### config.mk
export PLATFORM = sky130hd
export DESIGN_NAME = multicycle_ctrl
export DESIGN_NICKNAME = d
export VERILOG_FILES = /design/src/rtl/ctrl_pkg.sv /design/src/rtl/opcode_decode.sv /design/src/rtl/multicycle_ctrl.sv
export SDC_FILE = /design/constraint.sdc
export NUM_CORES = 1
export LEC_CHECK = 0
export CAP_MARGIN = 25
export CORE_ASPECT_RATIO = 0.9
export CORE_MARGIN = 2
export CORE_UTILIZATION = 49
export CTS_BUF_LIST = sky130_fd_sc_hd__clkbuf_16
export DETAILED_ROUTE_END_ITERATION = 6
export GPL_TIMING_DRIVEN = 0
export MAX_ROUTING_LAYER = met4
export PLACE_DENSITY = 0.78
export SYNTH_ARGS = -nofsm -noshare
export SYNTH_HDL_FRONTEND = slang
export SYNTH_HIERARCHICAL = 1
export SYNTH_SLANG_ARGS = --single-unit
### constraint.sdc
create_clock -name clk_i -period 2.06 [get_ports clk_i]
set_input_delay 0.412 -clock clk_i [delete_from_list [all_inputs] [get_ports clk_i]]
set_output_delay 0.412 -clock clk_i [all_outputs]
set_load 0.01 [all_outputs]
### src/rtl/ctrl_pkg.sv
`default_nettype none
// +--------------------------------------------------------------------+
// | ctrl_pkg : opcode, ALU-op and state constants for multicycle_ctrl   |
// | Revision : 1.0                                                     |
// +--------------------------------------------------------------------+
package ctrl_pkg;

  localparam logic [6:0] OP_RTYPE   = 7'b0110011;
  localparam logic [6:0] OP_ITYPE   = 7'b0010011;
  localparam logic [6:0] FUNCT7_MUL = 7'b0000001;

  localparam logic [1:0] ALU_OP_NONE = 2'b00;
  localparam logic [1:0] ALU_OP_R    = 2'b10;
  localparam logic [1:0] ALU_OP_I    = 2'b11;

  localparam logic [2:0] S_IDLE   = 3'd0;
  localparam logic [2:0] S_FETCH  = 3'd1;
  localparam logic [2:0] S_DECODE = 3'd2;
  localparam logic [2:0] S_EXEC   = 3'd3;
  localparam logic [2:0] S_MULW   = 3'd4;
  localparam logic [2:0] S_WB     = 3'd5;
  localparam logic [2:0] S_HALT   = 3'd6;

endpackage
`default_nettype wire

### src/rtl/opcode_decode.sv
`default_nettype none
// +--------------------------------------------------------------------+
// | opcode_decode : combinational IR classifier for the RV32 sequencer  |
// | Revision      : 1.0                                                |
// +--------------------------------------------------------------------+
module opcode_decode
  import ctrl_pkg::*;
(
  input  logic [31:0] ir_i,
  output logic        legal_o,
  output logic        is_nop_halt_o,
  output logic        is_mul_o,
  output logic [1:0]  alu_op_o,
  output logic        alu_src_o
);

  always_comb begin
    legal_o       = 1'b0;
    is_mul_o      = 1'b0;
    alu_op_o      = ALU_OP_NONE;
    alu_src_o     = 1'b0;
    is_nop_halt_o = (ir_i == 32'h0000_0000);
    case (ir_i[6:0])
      OP_RTYPE: begin
        legal_o  = 1'b1;
        alu_op_o = ALU_OP_R;
        is_mul_o = (ir_i[31:25] == FUNCT7_MUL);
      end
      OP_ITYPE: begin
        legal_o   = 1'b1;
        alu_op_o  = ALU_OP_I;
        alu_src_o = 1'b1;
      end
      default: ;
    endcase
  end

endmodule
`default_nettype wire

### src/rtl/multicycle_ctrl.sv
`default_nettype none
// +--------------------------------------------------------------------+
// | multicycle_ctrl : fetch/decode/exec/mul-wait/writeback sequencer    |
// | Revision        : 1.0                                              |
// +--------------------------------------------------------------------+
module multicycle_ctrl
  import ctrl_pkg::*;
#(
  parameter int TIMEOUT = 16,
  parameter int CNT_W   = 16
) (
  input  logic             clk_i,
  input  logic             rst_i,
  input  logic             start_i,
  input  logic             halt_req_i,
  output logic             imem_req_o,
  input  logic             imem_ack_i,
  input  logic [31:0]      instr_i,
  output logic             ir_en_o,
  output logic [1:0]       alu_op_o,
  output logic             alu_src_o,
  output logic             mul_start_o,
  input  logic             mul_done_i,
  output logic             reg_write_o,
  output logic             pc_en_o,
  output logic [2:0]       state_o,
  output logic             illegal_o,
  output logic             fetch_err_o,
  output logic [CNT_W-1:0] instr_cnt_o
);

  localparam int             TMO_W    = $clog2(TIMEOUT + 1);
  localparam logic [TMO_W-1:0] TMO_LAST = TMO_W'(TIMEOUT - 1);

  logic [2:0]       state_q, state_d;
  logic [31:0]      ir_q, ir_d;
  logic [TMO_W-1:0] tmo_q, tmo_d;
  logic [CNT_W-1:0] cnt_q, cnt_d;
  logic             illegal_q, illegal_d;
  logic             fetch_err_q, fetch_err_d;

  logic       dec_legal, dec_nop_halt, dec_is_mul, dec_alu_src;
  logic [1:0] dec_alu_op;

  opcode_decode u_decode (
    .ir_i          (ir_q),
    .legal_o       (dec_legal),
    .is_nop_halt_o (dec_nop_halt),
    .is_mul_o      (dec_is_mul),
    .alu_op_o      (dec_alu_op),
    .alu_src_o     (dec_alu_src)
  );

  always_comb begin
    state_d     = state_q;
    ir_d        = ir_q;
    tmo_d       = '0;
    cnt_d       = cnt_q;
    illegal_d   = illegal_q;
    fetch_err_d = fetch_err_q;
    imem_req_o  = 1'b0;
    ir_en_o     = 1'b0;
    mul_start_o = 1'b0;
    reg_write_o = 1'b0;
    pc_en_o     = 1'b0;
    alu_op_o    = ALU_OP_NONE;
    alu_src_o   = 1'b0;
    case (state_q)
      S_IDLE: if (start_i) state_d = S_FETCH;
      S_FETCH: begin
        imem_req_o = 1'b1;
        tmo_d      = tmo_q + 1'b1;
        // An ack arriving in the final allowed cycle takes priority over the timeout.
        if (imem_ack_i) begin
          ir_en_o = 1'b1;
          ir_d    = instr_i;
          state_d = S_DECODE;
        end else if (tmo_q == TMO_LAST) begin
          fetch_err_d = 1'b1;
          state_d     = S_HALT;
        end
      end
      S_DECODE: begin
        if (dec_nop_halt) begin
          state_d = S_HALT;
        end else if (dec_legal) begin
          state_d = S_EXEC;
        end else begin
          illegal_d = 1'b1;
          state_d   = S_HALT;
        end
      end
      S_EXEC: begin
        alu_op_o  = dec_alu_op;
        alu_src_o = dec_alu_src;
        if (dec_is_mul) begin
          mul_start_o = 1'b1;
          state_d     = S_MULW;
        end else begin
          state_d = S_WB;
        end
      end
      S_MULW: begin
        alu_op_o  = dec_alu_op;
        alu_src_o = dec_alu_src;
        if (mul_done_i) state_d = S_WB;
      end
      S_WB: begin
        alu_op_o    = dec_alu_op;
        alu_src_o   = dec_alu_src;
        reg_write_o = 1'b1;
        pc_en_o     = 1'b1;
        if (cnt_q != '1) cnt_d = cnt_q + 1'b1;
        state_d = halt_req_i ? S_IDLE : S_FETCH;
      end
      S_HALT: ;
      default: state_d = S_IDLE;
    endcase
  end

  always_ff @(posedge clk_i) begin
    if (rst_i) begin
      state_q     <= S_IDLE;
      ir_q        <= '0;
      tmo_q       <= '0;
      cnt_q       <= '0;
      illegal_q   <= 1'b0;
      fetch_err_q <= 1'b0;
    end else begin
      state_q     <= state_d;
      ir_q        <= ir_d;
      tmo_q       <= tmo_d;
      cnt_q       <= cnt_d;
      illegal_q   <= illegal_d;
      fetch_err_q <= fetch_err_d;
    end
  end

  assign state_o     = state_q;
  assign illegal_o   = illegal_q;
  assign fetch_err_o = fetch_err_q;
  assign instr_cnt_o = cnt_q;

endmodule
`default_nettype wire

# ---- Word-level counts from Yosys, hierarchy flattened
# Index checks and enable logic that the tools add are counted.
# W data, S select, Z words.
dict set report totals {
  wordCells 58
  input_bits 38
  output_inout_bits 29
  regBits 58
}
dict set report op_classes {
  add_sub_neg 2
  n_bitwise 5
  eq_ne 14
  reduce_logical 10
  n_mux 21
}
# operator n
set op_table {}
lappend op_table {{$logic_not A32 Y1} 1}
lappend op_table {{$pmux W3 S7} 1}
lappend op_table {{$mux W3} 6}
lappend op_table {{$add A16 B1 Y16 const B} 1}
lappend op_table {{$ne A16 B16 Y1 const B} 1}
lappend op_table {{$mux W1} 12}
lappend op_table {{$eq A3 B3 Y1 const B} 3}
lappend op_table {{$eq A7 B1 Y1 const B} 1}
lappend op_table {{$eq A7 B5 Y1 const B} 1}
lappend op_table {{$eq A7 B6 Y1 const B} 1}
lappend op_table {{$eq A3 B2 Y1 const B} 2}
lappend op_table {{$reduce_and A3 Y1} 2}
lappend op_table {{$add A5 B1 Y5 const B} 1}
lappend op_table {{$eq A5 B4 Y1 const B} 1}
lappend op_table {{$not A1 Y1} 5}
lappend op_table {{$ne A2 B2 Y1 const B} 2}
lappend op_table {{$pmux W2 S2} 1}
lappend op_table {{$reduce_and A2 Y1} 2}
lappend op_table {{$reduce_and A4 Y1} 1}
lappend op_table {{$reduce_or A2 Y1} 2}
lappend op_table {{$eq A3 B1 Y1 const B} 1}
lappend op_table {{$logic_not A3 Y1} 1}
lappend op_table {{$ne A3 B3 Y1 const B} 1}
lappend op_table {{$reduce_or A3 Y1} 1}
lappend op_table {{$mux W2} 1}

# ---- Longest topological paths before layout
dict set report depth {
  word_depth 6
  depth_mapped 7
  ltp_nobuf 7
}

# ---- Hierarchy
# Netlist, hierarchy kept.
# mod area_per_inst_um2 seq_area_each_um2 instances cells_per_inst
set modules_own_cells {}
lappend modules_own_cells {multicycle_ctrl 2511.2 1161.1 1 303}
lappend modules_own_cells {opcode_decode 136.4 0.0 1 20}

# ---- Worst setup path after synthesis
# No wires, ideal clock.
dict set report synth_timing {
  path_type {reg-to-output}
  start {register state_q[2], in the netlist state_o[2]}
  end {output port ir_en_o}
  t_required_ns 1.648
  path_buffers 2
  path_stages_with_launch 6
  arrival_time_ns 1.337
  setup_slack_ns 0.311
  path_cell_list {dfxtp_1 -> buf_4 -> nor3b_2 -> nand2_1 -> inv_2 -> buf_2}
}
dict set report synth_between {
  elab_chain_cells 2
}
# element line
set synth_rtl {}
lappend synth_rtl {{from (decl)} multicycle_ctrl.sv:35} ;# logic [2:0] state_q, state_d;
lappend synth_rtl {{from (signal assigned)} multicycle_ctrl.sv:130} ;# state_q <= state_d;
lappend synth_rtl {{$eq A3 B1 Y1} multicycle_ctrl.sv:68} ;# case (state_q)
lappend synth_rtl {{$mux W1} multicycle_ctrl.sv:68}
lappend synth_rtl {{to (decl)} multicycle_ctrl.sv:19} ;# output logic ir_en_o,
# Every way passes these cells.

# ---- Worst setup path after layout
dict set report layout_timing {
  start {register ir_q[30]}
  end {register state_q[0], in the netlist state_o[0]}
}
dict set report layout_between {
  elab_chain_cells 4
  word_cells_on_any_way 6
  classes_between {eq/ne (1); mux (4); reduce/logical (1)}
}
# element line
set layout_rtl {}
lappend layout_rtl {{from (decl)} multicycle_ctrl.sv:36} ;# logic [31:0] ir_q, ir_d;
lappend layout_rtl {{from (signal assigned)} multicycle_ctrl.sv:131} ;# ir_q <= ir_d;
lappend layout_rtl {{$eq A7 B1 Y1} opcode_decode.sv:27} ;# is_mul_o = (ir_i[31:25] == FUNCT7_MUL);
lappend layout_rtl {{$mux W1} opcode_decode.sv:23} ;# case (ir_i[6:0])
lappend layout_rtl {{net dec_is_mul} multicycle_ctrl.sv:42} ;# logic dec_legal, dec_nop_halt, dec_is_mul, dec_alu_src;
lappend layout_rtl {{$mux W1} multicycle_ctrl.sv:96} ;# if (dec_is_mul) begin
lappend layout_rtl {{$pmux W3 S7} multicycle_ctrl.sv:68}
# The timed path passes the listed nets, and every way through them passes these cells.
# A chain may end at the register's enable or synchronous reset.

==> impl_metrics.yaml <==
setup_path:
  cp.required_ns: 2.25
  path_max_fanout: 2
  arrival_ns: 2.23
  setup.worst_path.class: "reg2reg"
  r2r_setup_slack_ns: 0.02
  r2r_cells: 12
  r2r_start: "ir_q[30]$_SDFFE_PP0P_"
  cp-end-kind: "flip-flop"
  start_kind: "flip-flop"
  worstReg2RegEnd: "state_o[0]$_SDFFE_PP0P_"
layout:
  drive_gt1_share_pct: 19.2
  area_growth_pct: 48.0
  fin_cells: 488
  multi_input_area_um2: 1390
  final_nets: 457
  n_antenna_cell: 0
  utilization_pct: 75.0
  nFillCells: 379
  finalInstanceArea_um2: 3920
  seq_area_um2: 1160
synthesis:
  async_reset_ff_share_pct: 0
  ys_seq_area_share_pct: 43.9
  synth.top_cells.by_count: "74 x nand2_1, 58 x dfxtp_1, 50 x a21oi_1"
  syn_nets: 364
  ys.flop_type: "dfxtp_1"
  ys_types: 48
  netlist_instances: 323
  yosys_register_bits: 58
  synth_top_area_share_pct: 43.9
  syn_area_um2: 2650
  ys_warn_count: 6
  yosysTopAreaCell: "dfxtp_1"
  syn_avg_cell_area_um2: 8.20
  synth.area.top_cells: "dfxtp_1 44%, nand2_1 10%, a21oi_1 9.5%"
  synth.most_common_cell: "nand2_1"
  synth-edff-count: 0
grt:
  grt_pass1_wl_um: 11100
  grt_pass1_vias: 2449
  antenna_found_initial: 0
  track_usage_pct: 25.1
  grt_max_degree: 16
  grt_overflow_total: 0
sta:
  maxSlewViolCount: 0
  skew_ns: 0.00361
  layout_setup_ws_ns: 0.0166
  rsz0062_at_grt: "true"
  holdWs_ns: 0.454
  maxSlewHeadroom_pct: 62.9
  hold_violations: 0
  tightest_slew_ns: 0.557
  fin_crit_sh_pct: 99.2
  finalSetupViolCount: 0
  min_period_ns: 2.04
  max_freq_mhz: 489
floorplan:
  fp-row-count: 25
  dieArea_um2: 6010
  ios: 67
  die_h_um: 73.7
  dieWidth_um: 81.5
  initial_utilization_pct: 50.7
  core_um2: 5220
detailed_routing:
  first_iter_violations: 163
  drc: 0
  drt_pre_antenna_iters: 4
  wirelength_um: 7300
  final_antenna_net_count: 0
  vias: 2679
  vias_per_cell: 5.49
  wire_per_inst_um: 15.0
worst_hold_path:
  holdPathEnd: "ir_q[18]$_SDFFE_PP0P_"
  worstHoldStart: "ir_q[18]$_SDFFE_PP0P_"
  holdPathStages: 2
  hold_path.class: "reg2reg"
clock_network:
  path_clk_slew_ns: 0.05
  cts_buffer_depth: 2
  cts_root_buffer: "clkbuf_16"
  numCtsBuffers: 9
  insertion_delay_ns: 0.32
  clkSinkCount: 58
  cts_tree: "built"
  htreeDepth: 3
placed_design:
  placement.io_buffers: 66
  dpl_worst_slack_ns: -0.487
  gp_congestion: 0.828
  place_hpwl_um: 4440
  placed_cell_area_um2: 3390
  placed_cells: 456
outcome:
  status: "finished, final reports clean"
pwr:
  power-per-cell-area_nw_per_um2: 1070
  p_leak_nw: 1.53
  irDropWorstVdd_mv: 0.715
flow_run:
  maxCapViolCount: 0
## worst max-delay path by stage
stage	from	end	slack, ns	depth (start not counted)
4_1_cts	state_o[2]$_SDFFE_PP0P_	pc_en_o	0.006	5
2_1_floorplan	state_o[2]$_SDFFE_PP0P_	ir_en_o	0.31	5
3_3_place_gp	imem_ack_i	ir_en_o	-0.51	5
5_1_grt	ir_q[30]$_SDFFE_PP0P_	state_o[0]$_SDFFE_PP0P_	-0.07	12
6_report	ir_q[30]$_SDFFE_PP0P_	state_o[0]$_SDFFE_PP0P_	0.02	12
3_5_place_dp	imem_ack_i	ir_en_o	-0.49	5
## layout by cell type, fill, tap and decap left out, types with 3 or more instances in the layout
| cell | count |
|---|---|
| buf_4 | 21 |
| nor4_1 | 5 |
| and4_1 | 3 |
| and3_1 | 4 |
| o31ai_1 | 6 |
| nor2b_1 | 4 |
| or4_1 | 4 |
| dfxtp_2 | 3 |
| a21oi_1 | 50 |
| nor2_1 | 13 |
| bufinv_16 | 3 |
| nor3_1 | 5 |
| o21ai_0 | 10 |
| nand4_1 | 4 |
| inv_1 | 8 |
| clkdlybuf4s50_1 | 58 |
| buf_6 | 3 |
| clkbuf_16 | 9 |
| nand3_1 | 4 |
| or3_2 | 5 |
| dfxtp_1 | 55 |
| clkbuf_1 | 7 |
| ha_1 | 3 |
| nand2_1 | 73 |
| buf_2 | 8 |
| nand2b_1 | 5 |
## final cells by class
| type | instances | share of cell area (%) |
|---|---|---|
| clock buffer | 9 | 5.75 |
| sequential | 58 | 29.7 |
| inverter | 10 | 1.47 |
| multi-input combinational | 235 | 35.5 |
| clock inverter | 7 | 2.81 |
| timing repair buffer | 83 | 19.7 |
| tap | 67 | 2.14 |
| buffer | 19 | 2.91 |
## what timing repair did
item | CTS | global route
buffers inserted | 12 | 5
resized for setup | 36 | 11
setup endpoints to repair | 8 | 8
hold endpoints to repair | 0 | 0
hold buffers | 0 | 0
pin swaps | 7 | 8
## logic make-up (layout without fill, tap and decap cells)
logic type / count (synthesis) / after routing / share of synthesized area, %
AND/OR/NAND/NOR: 151 / 151 / 31.1
XOR/XNOR: 2 / 2 / 0.662
AO/OA/AOI/OAI: 77 / 77 / 16.3
buffers and inverters: 30 / 128 / 5.81
multiplexers: 2 / 2 / 0.851
adder cells (fa/ha/maj): 3 / 3 / 1.42
flip-flops: 58 / 58 / 43.9
## flip-flops by register name, summed over array words and instances (netlist names)
signal / count
fetch_err_o: 1
illegal_o: 1
instr_cnt_o: 16
ir_q: 32
state_o: 3
tmo_q: 5
## power by group
part	switching [mW]	leakage, nW	internal, mW	total (mW)
Clock	0.507	0.168	1.17	1.68
Sequential	0.106	0.471	1.25	1.36
Combinational	0.611	0.894	0.555	1.17
Total	1.22	1.53	2.98	4.20
## routing by layer
| layer | share of wire, % | vias up | track usage [%] |
|---|---|---|---|
| met5 | 0 | - | - |
| met4 | 3.5 | 0 | 10.5 |
| met2 | 48 | 96 | 40.5 |
| met3 | 5.6 | 22 | 6.39 |
| met1 | 43 | 1241 | 29.8 |
| li1 | - | 1320 | - |
## through the flow
stage               total power [mW]  setup TNS (ns)
floorplan                       1.93               0
global placement                2.23           -1.02
detailed placement              2.25           -1.02
CTS                             4.06               0
global route                    4.36          -0.116
finish                          4.20               0
## critical path: stages, from the launching register on
cell,delay (ns)
dfxtp_2,0.32
nor4_2,0.24
nand2_1,0.16
nor3_2,0.25
buf_4,0.14
buf_4,0.09
buf_4,0.09
buf_4,0.09
buf_4,0.09
buf_4,0.09
o22ai_2,0.08
a22oi_2,0.16
o32ai_1,0.09
No activity file was read; power rests on OpenSTA's default activity.
